[src/rtl/mem_arbiter2.sv]
// mem_arbiter2: round-robin arbiter sharing one memory port between fetch (m0) and load/store (m1)
module mem_arbiter2 #(
  parameter int ADDR_WIDTH = 32,
  parameter int DATA_WIDTH = 32
) (
  input  logic                  i_clock,
  input  logic                  i_reset,
  input  logic                  i_m0_req,
  input  logic [ADDR_WIDTH-1:0] i_m0_addr,
  input  logic                  i_m0_we,
  input  logic [DATA_WIDTH-1:0] i_m0_wdata,
  output logic                  o_m0_ack,
  output logic [DATA_WIDTH-1:0] o_m0_rdata,
  input  logic                  i_m1_req,
  input  logic [ADDR_WIDTH-1:0] i_m1_addr,
  input  logic                  i_m1_we,
  input  logic [DATA_WIDTH-1:0] i_m1_wdata,
  output logic                  o_m1_ack,
  output logic [DATA_WIDTH-1:0] o_m1_rdata,
  output logic                  o_mem_req,
  output logic [ADDR_WIDTH-1:0] o_mem_addr,
  output logic                  o_mem_we,
  output logic [DATA_WIDTH-1:0] o_mem_wdata,
  input  logic                  i_mem_ack,
  input  logic [DATA_WIDTH-1:0] i_mem_rdata,
  output logic                  o_owner,
  output logic                  o_busy
);
  typedef enum logic [1:0] {IDLE, BUSY0, BUSY1} state_t;
  state_t                  state_q, state_d;
  logic                    last_q, last_d;
  logic [ADDR_WIDTH-1:0]   addr_q, addr_d;
  logic                    we_q, we_d;
  logic [DATA_WIDTH-1:0]   wdata_q, wdata_d;
  logic                    take, grant;
  always_comb begin
    state_d = state_q;
    last_d  = last_q;
    addr_d  = addr_q;
    we_d    = we_q;
    wdata_d = wdata_q;
    take    = 1'b0;
    grant   = 1'b0;
    if (state_q == IDLE) begin
      take  = i_m0_req | i_m1_req;
      grant = (i_m0_req & i_m1_req) ? ~last_q : i_m1_req;
    end else if (i_mem_ack) begin
      // on the ack cycle only the other master may be handed the port
      grant   = (state_q == BUSY0);
      take    = grant ? i_m1_req : i_m0_req;
      state_d = IDLE;
    end
    if (take) begin
      state_d = grant ? BUSY1 : BUSY0;
      last_d  = grant;
      addr_d  = grant ? i_m1_addr : i_m0_addr;
      we_d    = grant ? i_m1_we : i_m0_we;
      wdata_d = grant ? i_m1_wdata : i_m0_wdata;
    end
  end
  always_ff @(posedge i_clock or posedge i_reset) begin
    if (i_reset) begin
      state_q <= IDLE;
      last_q  <= 1'b1;
      addr_q  <= '0;
      we_q    <= 1'b0;
      wdata_q <= '0;
    end else begin
      state_q <= state_d;
      last_q  <= last_d;
      addr_q  <= addr_d;
      we_q    <= we_d;
      wdata_q <= wdata_d;
    end
  end
  assign o_busy      = (state_q != IDLE);
  assign o_mem_req   = o_busy;
  assign o_mem_addr  = addr_q;
  assign o_mem_we    = we_q;
  assign o_mem_wdata = wdata_q;
  assign o_owner     = last_q;
  assign o_m0_ack    = (state_q == BUSY0) & i_mem_ack;
  assign o_m1_ack    = (state_q == BUSY1) & i_mem_ack;
  assign o_m0_rdata  = o_m0_ack ? i_mem_rdata : '0;
  assign o_m1_rdata  = o_m1_ack ? i_mem_rdata : '0;
endmodule

[config.mk]
export PLATFORM = sky130hd
export DESIGN_NAME = mem_arbiter2
export DESIGN_NICKNAME = d
export VERILOG_FILES = /design/src/rtl/mem_arbiter2.sv
export SDC_FILE = /design/constraint.sdc
export NUM_CORES = 1
export LEC_CHECK = 0
export BUFFER_PORTS_ARGS = -buffer_cell sky130_fd_sc_hd__buf_4
export CORE_AREA = 2 2 118 120
export DETAILED_ROUTE_END_ITERATION = 8
export DIE_AREA = 0 0 120 122
export HOLD_SLACK_MARGIN = 0.06
export PLACE_DENSITY = 0.62
export SETUP_SLACK_MARGIN = 0.02
export SYNTH_ARGS = -nofsm -noshare
export SYNTH_HDL_FRONTEND = slang
export SYNTH_SLANG_ARGS = --single-unit
[constraint.sdc]
create_clock -name i_clock -period 5.5 [get_ports i_clock]
set_clock_uncertainty 0.1 [all_clocks]
set_input_delay 0.275 -clock i_clock [delete_from_list [all_inputs] [get_ports i_clock]]
set_output_delay 0.275 -clock i_clock [all_outputs]
set_load 0.02 [all_outputs]
### Word-level counts from Yosys, hierarchy flattened

Cells that the tools add are included.

| word-level totals | value |
|---|---|
| input bits | 167 |
| word-level logic and storage cells | 32 |
| flip-flop bits (word level) | 68 |

| operators by class | value |
|---|---|
| equality and inequality tests | 3 |
| bitwise gates (word level) | 5 |
| mux-type cells | 15 |
| reduce and logical (&&, ||, !) cells | 4 |

Operators by type and width:

| cell | count |
|---|---|
| $mux 32 | 4 |
| $mux 2 | 4 |
| $mux 1 | 7 |
| $reduce_bool 2->1 | 2 |
| $and 1x1->1 | 3 |
| $eq 2x1->1 const B | 1 |
| $eq 2x2->1 const B | 1 |
| $logic_not 2->1 | 1 |
| $ne 2x2->1 const B | 1 |
| $reduce_and 2->1 | 1 |
| $not 1->1 | 1 |
| $or 1x1->1 | 1 |

### Longest topological paths before layout

| logic depth | value |
|---|---|
| word-level depth | 6 |
| gate-level depth with buffers | 6 |

### Worst setup path before layout

OpenSTA, ideal clock, no wires.

| path | value |
|---|---|
| path kind | flip-flop to output port |
| start | reg state_q[1] |
| end | out o_m0_rdata[22] |
| path slack | 3,821 ps |
| required time | 5,125 ps |
| data arrival time | 1,304 ps |
| buffers on the path | 1 |
| cell stages (with the launch flop) | 5 |
| path through | dfrtp_1 > inv_1 > and3_1 > clkbuf_1 > and2_1 |

| on the way | value |
|---|---|
| cells in the longest elaborated chain, start to end | 3 |

RTL lines:

| element | line | text |
|---|---|---|
| from (decl) | 30 | `state_t state_q, state_d;` |
| from (signal assigned) | 69 | `state_q <= state_d;` |
| $eq 2x1->1 | 82 | `assign o_m0_ack = (state_q == BUSY0) & i_mem_ack;` |
| $and 1x1->1 | 82 |  |
| named net o_m0_ack | 12 | `output logic o_m0_ack,` |
| $mux 32 | 84 | `assign o_m0_rdata = o_m0_ack ? i_mem_rdata : '0;` |
| to (decl) | 13 | `output logic [DATA_WIDTH-1:0] o_m0_rdata,` |

The timed path passes the listed nets, and every way through them passes these cells.

### Worst setup path in the final report

| path | value |
|---|---|
| start | in i_m0_req |
| end | reg addr_q[8], in the netlist o_mem_addr[8] |

| on the way | value |
|---|---|
| cells in the longest elaborated chain, start to end | 4 |
| elaborated cells on any way between the ends | 8 |

RTL lines:

| element | line | text |
|---|---|---|
| from (decl) | 8 | `input logic i_m0_req,` |
| $and 1x1->1 | 46 | `grant = (i_m0_req & i_m1_req) ? ~last_q : i_m1_req;` |
| $mux 1 | 46 |  |
| $mux 1 | 44 | `if (state_q == IDLE) begin` |
| $mux 32 | 56 | `addr_d = grant ? i_m1_addr : i_m0_addr;` |
| to (signal assigned) | 71 | `addr_q <= addr_d;` |
| to (decl) | 32 | `logic [ADDR_WIDTH-1:0] addr_q, addr_d;` |

Parallel ways exist; a longest one is shown, timed or not.
A chain may end at the register's enable or synchronous reset.

==> impl_metrics.json <==
{
  "status": "complete, no violations",
  "critPathLaunchType": "input port",
  "worst_slew_pin_slew_ns": 1.18,
  "wl_per_cell_um": 17.7,
  "finalHoldViolations": 0,
  "syn_nets": 629,
  "busiest_layer": "met2",
  "max_stage_delay_ns": 0.94,
  "routed_wl_um": 16300,
  "clock_path_buffers": 2,
  "htreeDepth": 3,
  "yosys_warnings": 0,
  "clk_latency_ns": 0.33,
  "num_vias": 4623,
  "synth.top_cell.area_share": 0.405,
  "post_cts_buffers": 0,
  "grt_use_met2": 0.372,
  "final.setup.tns_ns": 0,
  "syn_area_um2": 4140,
  "rows": 43,
  "cp_common_cell": "buf_4",
  "diodes": 0,
  "nets": 898,
  "fin_area_um2": 6680,
  "ir_drop_mv": 0.279,
  "grtUsageTotal": 0.215,
  "worstSetupEndpointType": "register",
  "synth.avg_cell_area_um2": 8.96,
  "slew-limit-headroom": 0.211,
  "coreArea_um2": 13500,
  "min-delay-path-class": "input port to register",
  "final_cell_mix": "buf_4, inv_1, dfrtp_1",
  "synthCells": 462,
  "final_max_slew_viol_count": 0,
  "fmax_mhz": 359,
  "place_congestion": 0.863,
  "powerDensity_nw_per_um2": 492,
  "initial_utilization": 0.306,
  "drcViolationCount": 0,
  "cp.arrival_ns": 2.84,
  "cp_max_fo": 69,
  "cp_slowest_cell": "a21oi_4",
  "crit_type": "input port to register",
  "cts_tree": "yes",
  "layout_commonest_cell": "buf_4",
  "synth_seq_cells": 68,
  "dieArea_um2": 14600,
  "rsz0062_at_grt": "no",
  "period_minus_slack_ns": 2.78,
  "die_x_um": 120,
  "cts.sinks": 68,
  "synthDistinctLibCells": 28,
  "hpwl_um": 11500,
  "yosysSeqAreaShare": 0.411,
  "required_ns": 5.56,
  "drtIter0Drc": 316,
  "path_cells": "buf_4, a21boi_0, a21oi_4, buf_4, o221ai_1",
  "area_delta_synth_final_pct": 61.4,
  "crit_family": "compound AO/OA/AOI/OAI gates",
  "clkTransAtPathRegs_ns": 0.05,
  "grtUsageMet1": 0.245,
  "cts_made_buffers": 9,
  "grt_pass1_wl_um": 24500,
  "setup_viol": 0,
  "yosysTopAreaCell": "dfrtp_1",
  "firstDrtPassIters": 4,
  "drive_gt1_frac": 0.478,
  "power_w": 0.00328,
  "first_global_vias": 4748,
  "post_dp_cell_area_um2": 6420,
  "maxCapViolCount": 0,
  "grt.overflow.total": 0,
  "crit_buf_inv": 2,
  "die_h_um": 122,
  "met3_usage": 0.0566,
  "leakagePower_nw": 3.34,
  "port_buffers": 300,
  "ant_nets": 0,
  "grt_start_max_net_pins": 70,
  "clockRootBuffer": "clkbuf_16",
  "vias_per_cell": 5.05,
  "yosys-top-cells-area": "dfrtp_1, o221ai_2, nand4_1",
  "antenna_found_initial": 0,
  "fin_crit_sh": 0.506,
  "io_pins": 301
}
final timing paths:
kind / slack (ns) / cells after the start / endpoint / from
setup / recovery: 2.72 / 5 / o_mem_addr[8] / i_m0_req
hold / removal: 0.09 / 3 / o_mem_addr[28] / i_m1_addr[28]
setup reg to reg: 2.88 / 4 / o_mem_addr[8] / state_q[0]
hold reg to reg: 0.44 / 1 / o_owner / o_owner
max in group asynchronous: 4.58 / 3 / o_mem_wdata[14] / i_reset
min in group asynchronous: 0.13 / 3 / o_mem_addr[30] / i_reset
stage by stage:
stage               hold WS [ns]  setup slack, ns  utilization  instances
floorplan                  0.271             3.42            -        462
detailed placement         0.409             2.35        0.475        899
CTS                       0.0777             2.71        0.495        916
global route              0.0934             2.47        0.495        916
global placement           0.393             2.38        0.475        899
finish                    0.0901             2.72        0.495        916
repair_timing:
action / CTS / global route
hold buffers: 1 / 0
hold endpoints to repair: 1 / 0
resized for setup: 0 / 0
report_power, final:
group / leakage [nW] / internal (W) / switching, W / total (W)
Combinational: 2.37 / 0.000751 / 0.00115 / 0.00190
Clock: 0.119 / 0.000306 / 0.000201 / 0.000507
Sequential: 0.851 / 0.000736 / 0.000140 / 0.000876
Total: 3.34 / 0.00179 / 0.00149 / 0.00328
cell families (layout without fill, tap and decap cells):
kind of cell | Yosys count | count (layout) | share of synthesized area
AO/OA/AOI/OAI | 73 | 73 | 0.196
buffers and inverters | 118 | 392 | 0.127
flip-flops | 68 | 68 | 0.411
AND/OR/NAND/NOR | 203 | 203 | 0.266
cell usage after synthesis:
cell type / instances
nand2b_1: 1
o21a_1: 1
o21ai_2: 1
o221ai_1: 36
buf_6: 6
dfrtp_1: 67
and3_1: 1
dfstp_2: 1
nand2_1: 66
o221ai_2: 29
buf_1: 6
and2_1: 64
a21boi_0: 1
nor2_1: 1
clkbuf_1: 19
nand3b_1: 1
inv_1: 68
o21bai_1: 1
buf_2: 14
nor2b_1: 2
or2_1: 1
a21oi_2: 1
nand4_1: 65
a21oi_1: 1
buf_4: 5
o21ai_0: 1
nand3_1: 1
o22a_1: 1
per-layer routing:
metal / vias up / part of all wire / wire, um
met4: 0 / 0.032 / 524
li1: 2159 / - / -
met3: 32 / 0.090 / 1460
met2: 221 / 0.51 / 8210
met1: 2211 / 0.37 / 6060
met5: - / 0 / 0
state kept, by name (all words and copies together), names as in the netlist:
signal and cells:
state_q 2, o_owner 1, o_mem_we 1, o_mem_addr 32, o_mem_wdata 32
tightest hold or removal path: cells and delay by family:
| kind | cells | cell delay, ns |
|---|---|---|
| buffers and inverters | 1 | 0.07 |
| AND/OR/NAND/NOR | 1 | 0.06 |
| AO/OA/AOI/OAI | 1 | 0.07 |
layout make-up:
| class | count | area, um2 |
|---|---|---|
| multi-input cells | 276 | 1930 |
| well taps | 180 | 225 |
| fillers | 1330 | 6820 |
| repair buffers | 308 | 2310 |
| clock buffers | 16 | 251 |
| flip-flops and latches | 68 | 1700 |
| inverters | 68 | 255 |
Power figures use the tool's default switching activity.
